===== src/rtl/cache_refill_ctrl.sv =====
// cache_refill_ctrl: critical-word-first line refill with store merging during the fill
module cache_refill_ctrl #(
    parameter int ADDR_W     = 32,
    parameter int WORD_W     = 32,
    parameter int LINE_WORDS = 4
) (
    input  logic                         clk,
    input  logic                         rst,
    input  logic                         miss,
    input  logic [ADDR_W-1:0]            miss_addr,
    output logic                         busy,
    output logic                         refill_valid,
    output logic [ADDR_W-1:0]            refill_addr,
    output logic [LINE_WORDS*WORD_W-1:0] refill_data,
    input  logic                         we,
    input  logic [WORD_W/8-1:0]          wvalid_bit,
    input  logic [ADDR_W-1:0]            waddr,
    input  logic [WORD_W-1:0]            wdata,
    output logic                         mem_req,
    output logic [ADDR_W-1:0]            mem_addr,
    input  logic                         mem_ack,
    input  logic [WORD_W-1:0]            mem_rdata
);
    localparam int BYTES = WORD_W / 8;
    localparam int BO_W  = $clog2(BYTES);
    localparam int IDX_W = $clog2(LINE_WORDS);
    localparam int OFF_W = BO_W + IDX_W;

    typedef enum logic [1:0] {IDLE, FILL, DONE} state_t;

    state_t                         state;
    logic [ADDR_W-OFF_W-1:0]        tag;
    logic [IDX_W-1:0]               start, cnt, idx, st_idx;
    logic [LINE_WORDS*WORD_W-1:0]   line, line_nxt;
    logic [LINE_WORDS*BYTES-1:0]    mask, mask_nxt;
    logic                           st_hit, fill_ack, unused_ok;

    assign idx         = start + cnt;
    assign st_idx      = waddr[OFF_W-1:BO_W];
    assign st_hit      = we && state != IDLE && waddr[ADDR_W-1:OFF_W] == tag;
    assign fill_ack    = state == FILL && mem_ack;
    assign refill_data = state == DONE ? line_nxt : '0;
    assign unused_ok   = ^{waddr[BO_W-1:0], miss_addr[BO_W-1:0]};

    // Store bytes take priority; memory only fills bytes no store has claimed.
    always_comb begin
        line_nxt = line;
        mask_nxt = mask;
        for (int w = 0; w < LINE_WORDS; w++) begin
            for (int b = 0; b < BYTES; b++) begin
                if (st_hit && st_idx == IDX_W'(w) && wvalid_bit[b]) begin
                    line_nxt[w*WORD_W+b*8 +: 8] = wdata[b*8 +: 8];
                    mask_nxt[w*BYTES+b]         = 1'b1;
                end else if (fill_ack && idx == IDX_W'(w) && !mask[w*BYTES+b]) begin
                    line_nxt[w*WORD_W+b*8 +: 8] = mem_rdata[b*8 +: 8];
                end
            end
        end
    end

    always_ff @(posedge clk) begin
        if (!rst) begin
            state        <= IDLE;
            busy         <= 1'b0;
            refill_valid <= 1'b0;
            refill_addr  <= '0;
            mem_req      <= 1'b0;
            mem_addr     <= '0;
            tag          <= '0;
            start        <= '0;
            cnt          <= '0;
            line         <= '0;
            mask         <= '0;
        end else begin
            line <= line_nxt;
            mask <= mask_nxt;
            case (state)
                IDLE: if (miss) begin
                    state    <= FILL;
                    busy     <= 1'b1;
                    mem_req  <= 1'b1;
                    mem_addr <= {miss_addr[ADDR_W-1:BO_W], {BO_W{1'b0}}};
                    tag      <= miss_addr[ADDR_W-1:OFF_W];
                    start    <= miss_addr[OFF_W-1:BO_W];
                    cnt      <= '0;
                    mask     <= '0;
                end
                FILL: if (mem_ack) begin
                    cnt <= cnt + 1'b1;
                    if (&cnt) begin
                        state        <= DONE;
                        mem_req      <= 1'b0;
                        refill_valid <= 1'b1;
                        refill_addr  <= {tag, {OFF_W{1'b0}}};
                    end else begin
                        mem_addr <= {tag, idx + 1'b1, {BO_W{1'b0}}};
                    end
                end
                default: begin
                    state        <= IDLE;
                    busy         <= 1'b0;
                    refill_valid <= 1'b0;
                end
            endcase
        end
    end
endmodule


===== config.mk =====
export PLATFORM = sky130hd
export DESIGN_NAME = cache_refill_ctrl
export DESIGN_NICKNAME = d
export VERILOG_FILES = /design/src/rtl/cache_refill_ctrl.sv
export SDC_FILE = /design/constraint.sdc
export NUM_CORES = 1
export LEC_CHECK = 0
export CORE_MARGIN = 2
export CORE_UTILIZATION = 45
export CTS_CLUSTER_SIZE = 28
export DETAILED_ROUTE_END_ITERATION = 12
export GPL_ROUTABILITY_DRIVEN = 0
export PLACE_DENSITY = 0.83
export SYNTH_ARGS = -nofsm -noshare
export SYNTH_HDL_FRONTEND = slang
export SYNTH_SLANG_ARGS = --single-unit

===== constraint.sdc =====
create_clock -name clk -period 4.93 [get_ports clk]
set_clock_uncertainty 0.2 [all_clocks]
set_input_delay 0.493 -clock clk [delete_from_list [all_inputs] [get_ports clk]]
set_output_delay 0.493 -clock clk [all_outputs]
set_load 0.1 [all_outputs]

[Word-level counts from Yosys, hierarchy flattened]
Index checks and enable logic that the tools add are counted.
Storage, ports and cells
  ROM bits: 0
  logic and storage cells: 172
  bits in writable memories: 0
  register bits: 241
  latch bits: 0
  output and inout port bits: 195
  memories: 0
  bits of input ports: 137
Cells by class
  magnitude comparators: 0
  equality and inequality tests: 13
  add/sub/neg operators: 3
  shifts and indexed selects: 0
  multipliers: 0
  divide/modulo/power cells: 0
  bitwise gates (word level): 2
  muxes and demuxes: 70
  reductions and logical operators: 73
Operators with widths (count)
  $mux 8: 32
  $mux 128: 1
  $mux 32: 3
  $pmux 32 s2: 1
  $logic_and 1x1->1: 43
  $mux 16: 2
  $eq 28x28->1: 1
  $mux 1: 21
  $logic_not 1->1: 16
  $reduce_and 4->1: 3
  $eq 2x2->1 const B: 5
  $mux 2: 5
  $reduce_and 3->1: 3
  $pmux 2 s2: 2
  $eq 2x1->1 const B: 3
  $logic_not 2->1: 3
  $ne 2x2->1 const B: 3
  $pmux 1 s2: 3
  $reduce_and 2->1: 3
  $add 2x1->2 const B: 2
  $reduce_bool 2->1: 2
  $add 2x2->2: 1
  $ne 2x1->1 const B: 1
  $not 1->1: 2

[Depth between registers and ports, before layout]
  word-level depth: 8
  depth in mapped cells: 10
  depth with buffers taken out: 10

[Worst setup path after synthesis]
Ideal clock, no wire load.
  path kind: reg2out
  start point: register cnt[0]
  end point: output refill_data[88]
  slack: 0.827 ns
  cell stages (with the launch flop): 10
  arrival: 3.410 ns
  required time: 4.237 ns
  buffers on the path: 0
  cell sequence: dfxtp_1 > ha_1 > xnor2_1 > xnor2_1 > ha_1 > nand4b_1 > nor2_2 > mux2_2 > nand2_1 > mux2i_1
On the way
  word-level cells in the longest chain between the ends: 7
RTL lines
  from (decl): line 33  | logic [IDX_W-1:0] start, cnt, idx, st_idx;
  from (signal assigned): line 89  | cnt <= cnt + 1'b1;
  $add 2x2->2: line 38  | assign idx = start + cnt;
  $eq 2x2->1: line 54  | end else if (fill_ack && idx == IDX_W'(w) && !mask[w*BYTES+b]) begin
  $logic_and 1x1->1 (2 in a row): line 54
  $mux 8: line 54
  $mux 8: line 51  | if (st_hit && st_idx == IDX_W'(w) && wvalid_bit[b]) begin
  $mux 128: line 42  | assign refill_data = state == DONE ? line_nxt : '0;
  to (decl): line 14  | output logic [LINE_WORDS*WORD_W-1:0] refill_data,
No other way between the ends.

[Worst setup path after layout]
  start point: register cnt[0]
  end point: output refill_data[58]
On the way
  word-level cells in the longest chain between the ends: 7
RTL lines (line)
  $add 2x2->2: 38
  $eq 2x1->1: 54
  $logic_and 1x1->1 (2 in a row): 54
  $mux 8: 54
  $mux 8: 51
  $mux 128: 42
No other way between the ends.

==> out/metrics.json <==
{
  "cts-buffers-inserted": 27,
  "placeableCoreArea_um2": 28700,
  "initial_antenna_violation_count": 2,
  "tritoncts": "yes",
  "top_level_ports": 332,
  "cts_resized": 0,
  "grt_first_pass_wirelength_mm": 63.3,
  "whs_path_depth": 2,
  "setup_total_negative_slack_ns": 0,
  "route.detailed.wl_per_inst_um": 18.4,
  "crit_arrival_ns": 3.67,
  "main_combinational_cell_family_by_area_after_synthesis": "multiplexers",
  "cts_max_level": 1,
  "syn2layout_area_growth_pct": 42.1,
  "clock_sinks": 239,
  "worst_skew_pair.late_latency_ns": 0.53,
  "timing.critical_path.fanout_max": 8,
  "rsz0062_at_grt": "no",
  "postRouteAntennaNets": 0,
  "port-buffer-count": 321,
  "first_global_vias": 11940,
  "fp.dieH_um": 175,
  "postSynthCellCount": 1539,
  "cts.clk_slew.worst_paths_ns": 0.06,
  "cts_root_buf": "sky130_fd_sc_hd__clkbuf_16",
  "grt-ovfl-total": 0,
  "dieArea_um2": 30600,
  "synth-simple-area-share": 0.196,
  "fin_nets": 1949,
  "crit_required_ns": 4.24,
  "initial_core_util": 0.457,
  "worstHoldPathType": "reg -> reg",
  "rr_endpoint": "line[61]$_SDFF_PN0_",
  "biggest_cell_delay_along_the_critical_path_ns": 0.71,
  "std_cell_rows": 62,
  "ff2ff_setup_slack_ns": 1.79,
  "yosys_warnings": 0,
  "ff_latch_area_um2": 4780,
  "pwrdens_nw_per_um2": 256,
  "commonest_non_fill_non_tap_cell_in_the_layout": "sky130_fd_sc_hd__nand2_1",
  "route.detailed.drc": 0,
  "cap_violations": 0,
  "min_delay_worst_endpoint": "refill_addr[30]$_SDFFE_PN0P_",
  "fillCellCount": 2268,
  "timing.critical_path.to_type": "output port",
  "max-vdd-ir-drop_mv": 0.269,
  "crit_path_top_delay_cell": "sky130_fd_sc_hd__nor2_2",
  "startpoint_type": "register",
  "die_width_um": 175,
  "post_route_cells_drive_above_1_share": 0.193,
  "synth_sequential_area_ratio": 0.364,
  "hold_path_startpoint": "refill_addr[30]$_SDFFE_PN0P_",
  "cell_chain_critical_path": "ha_1 -> xnor2_1 -> xnor2_1 -> inv_1 -> ha_1 -> nand4b_1 -> nor2_2 -> mux2_2 -> nand2_1 -> mux2i_1 -> buf_12",
  "cts-hold-fix-buffers": 0,
  "mostFrequentLayoutCells": "sky130_fd_sc_hd__nand2_1 (512), sky130_fd_sc_hd__mux2i_1 (256), sky130_fd_sc_hd__dfxtp_1 (239)",
  "run_status": "complete, no violations",
  "synth_area_per_cell_um2": 8.53,
  "worst-slew-pin-transition_ns": 1.14,
  "netlist-cell-type-count": 36,
  "maxSlewHeadroom": 0.238,
  "synth_adder_area_share": 0.00572,
  "first_iter_violations": 768,
  "post_drt_via_cell_ratio": 5.41,
  "number_of_buffers_on_the_longest_clock_path": 3,
  "synth_area_um2": 13100,
  "fmax_mhz": 229,
  "final_hold_viol_count": 0,
  "finalCritPeriodShare": 0.885,
  "multi_input_gate_area_in_the_final_layout_um2": 7690,
  "lkg_pwr_nw": 7.96,
  "finalCriticalPeriod_ns": 4.36,
  "detailed_place_hpwl_mm": 27.9,
  "num_vias": 11974,
  "fraction_of_synthesized_area_in_multiplexers": 0.305,
  "total_power_mw": 4.77,
  "first_pass_iteration_count_of_the_detailed_router": 5,
  "cts_setup_buffers": 0,
  "rr_startpoint": "cnt[0]$_SDFFE_PN0P_",
  "wl_mm": 40.7,
  "slew_violations": 0,
  "timing.reg2reg.worst_path_depth": 10,
  "ys_seq_elements": 239,
  "yosys.area_share.xor_xnor": 0.0180,
  "setup_violations": 0,
  "track_usage": 0.254,
  "synth_compound_area_frac": 0.0571,
  "grt_start_max_net_pins": 121,
  "timing.setup.critical_path_class": "reg -> out"
}
sequential cells by signal (all words and copies together), names as in the netlist:
| signal | flops |
|---|---|
| tag | 28 |
| cnt | 2 |
| mem_addr | 30 |
| start | 2 |
| state | 2 |
| busy | 1 |
| mask | 16 |
| mem_req | 1 |
| refill_addr | 28 |
| line | 128 |
| refill_valid | 1 |
power breakdown:
part | total, mW | internal, mW | switching, mW
registers | 2.03 | 1.99 | 0.0396
logic | 0.689 | 0.247 | 0.443
clock network | 2.05 | 1.23 | 0.813
total | 4.77 | 3.47 | 1.30
cells in the mapped netlist:
cell	instances	area share
sky130_fd_sc_hd__a2111o_1	1	0.00086
sky130_fd_sc_hd__a21boi_0	15	0.0086
sky130_fd_sc_hd__a21oi_1	60	0.023
sky130_fd_sc_hd__a311oi_1	29	0.019
sky130_fd_sc_hd__a31oi_1	2	0.00095
sky130_fd_sc_hd__and2_0	1	0.00048
sky130_fd_sc_hd__and2_1	2	0.00095
sky130_fd_sc_hd__and3_1	2	0.00095
sky130_fd_sc_hd__and4_1	4	0.0027
sky130_fd_sc_hd__buf_2	10	0.0038
sky130_fd_sc_hd__buf_4	26	0.015
sky130_fd_sc_hd__buf_6	11	0.0094
sky130_fd_sc_hd__clkbuf_1	70	0.020
sky130_fd_sc_hd__conb_1	1	0.00029
sky130_fd_sc_hd__dfxtp_1	239	0.36
sky130_fd_sc_hd__ha_1	6	0.0057
sky130_fd_sc_hd__inv_1	18	0.0051
sky130_fd_sc_hd__mux2_2	128	0.11
sky130_fd_sc_hd__mux2i_1	256	0.20
sky130_fd_sc_hd__nand2_1	512	0.15
sky130_fd_sc_hd__nand2b_1	4	0.0019
sky130_fd_sc_hd__nand3_1	8	0.0030
sky130_fd_sc_hd__nand3b_1	1	0.00057
sky130_fd_sc_hd__nand4_1	17	0.0081
sky130_fd_sc_hd__nand4b_1	4	0.0027
sky130_fd_sc_hd__nor2_1	48	0.014
sky130_fd_sc_hd__nor2_2	17	0.0081
sky130_fd_sc_hd__nor2b_1	9	0.0043
sky130_fd_sc_hd__nor4_2	1	0.00095
sky130_fd_sc_hd__nor4_4	1	0.0016
sky130_fd_sc_hd__o211ai_1	1	0.00057
sky130_fd_sc_hd__o21a_1	4	0.0023
sky130_fd_sc_hd__o21ai_0	3	0.0011
sky130_fd_sc_hd__o22ai_1	1	0.00048
sky130_fd_sc_hd__xnor2_1	25	0.017
sky130_fd_sc_hd__xor2_1	2	0.0013
stage by stage:
stage                      util  instances  cell area (µm²)  setup slack [ns]  hold WS, ns
after CTS                 0.650       2211            18700             0.558        0.254
after detailed placement  0.618       2161            17700             0.759        0.246
after global placement    0.618       2161            17700             0.848        0.242
after global routing      0.650       2213            18700             0.362        0.265
after floorplan               -       1544            13200             0.827        0.237
final                     0.650       2213            18700             0.565        0.253
logic make-up after synthesis:
kind of cell    count (synthesis)
xor+xnor                       27
compound gates                116
other cells                     1
fa+ha+maj                       6
mux                           384
buf+inv                       135
simple gates                  631
flops                         239
worst max-delay path by stage:
stage	start	endpoint
6_report	cnt[0]$_SDFFE_PN0P_	refill_data[58]
5_1_grt	cnt[0]$_SDFFE_PN0P_	refill_data[59]
3_5_place_dp	waddr[24]	refill_data[118]
4_1_cts	cnt[0]$_SDFFE_PN0P_	refill_data[94]
3_3_place_gp	waddr[16]	refill_data[118]
2_1_floorplan	cnt[0]$_SDFFE_PN0P_	refill_data[88]
worst max-delay path: cells and delay by family, from the launching register on:
kind          cells  cell delay, ns
flops             1            0.43
mux               2            0.62
xor+xnor          2            0.27
simple gates      3            1.14
fa+ha+maj         2            0.35
buf+inv           2            0.33
metal layers:
layer	up-vias	GRT usage	share of wire
li1	5708	-	-
met1	5700	0.316	0.41
met2	481	0.435	0.48
met3	85	0.0555	0.077
met4	0	0.0899	0.032
met5	-	0	0
final cells by class:
cell class              instances  area share
multi-input cells            1170       0.412
flip-flops and latches        239       0.256
inverters                      18     0.00362
diodes                          2    0.000268
clock inverters                 8     0.00523
well taps                     384      0.0258
repair buffers                350       0.253
clock buffers                  42      0.0435
Note: power is estimated with default switching activity, not from simulation.
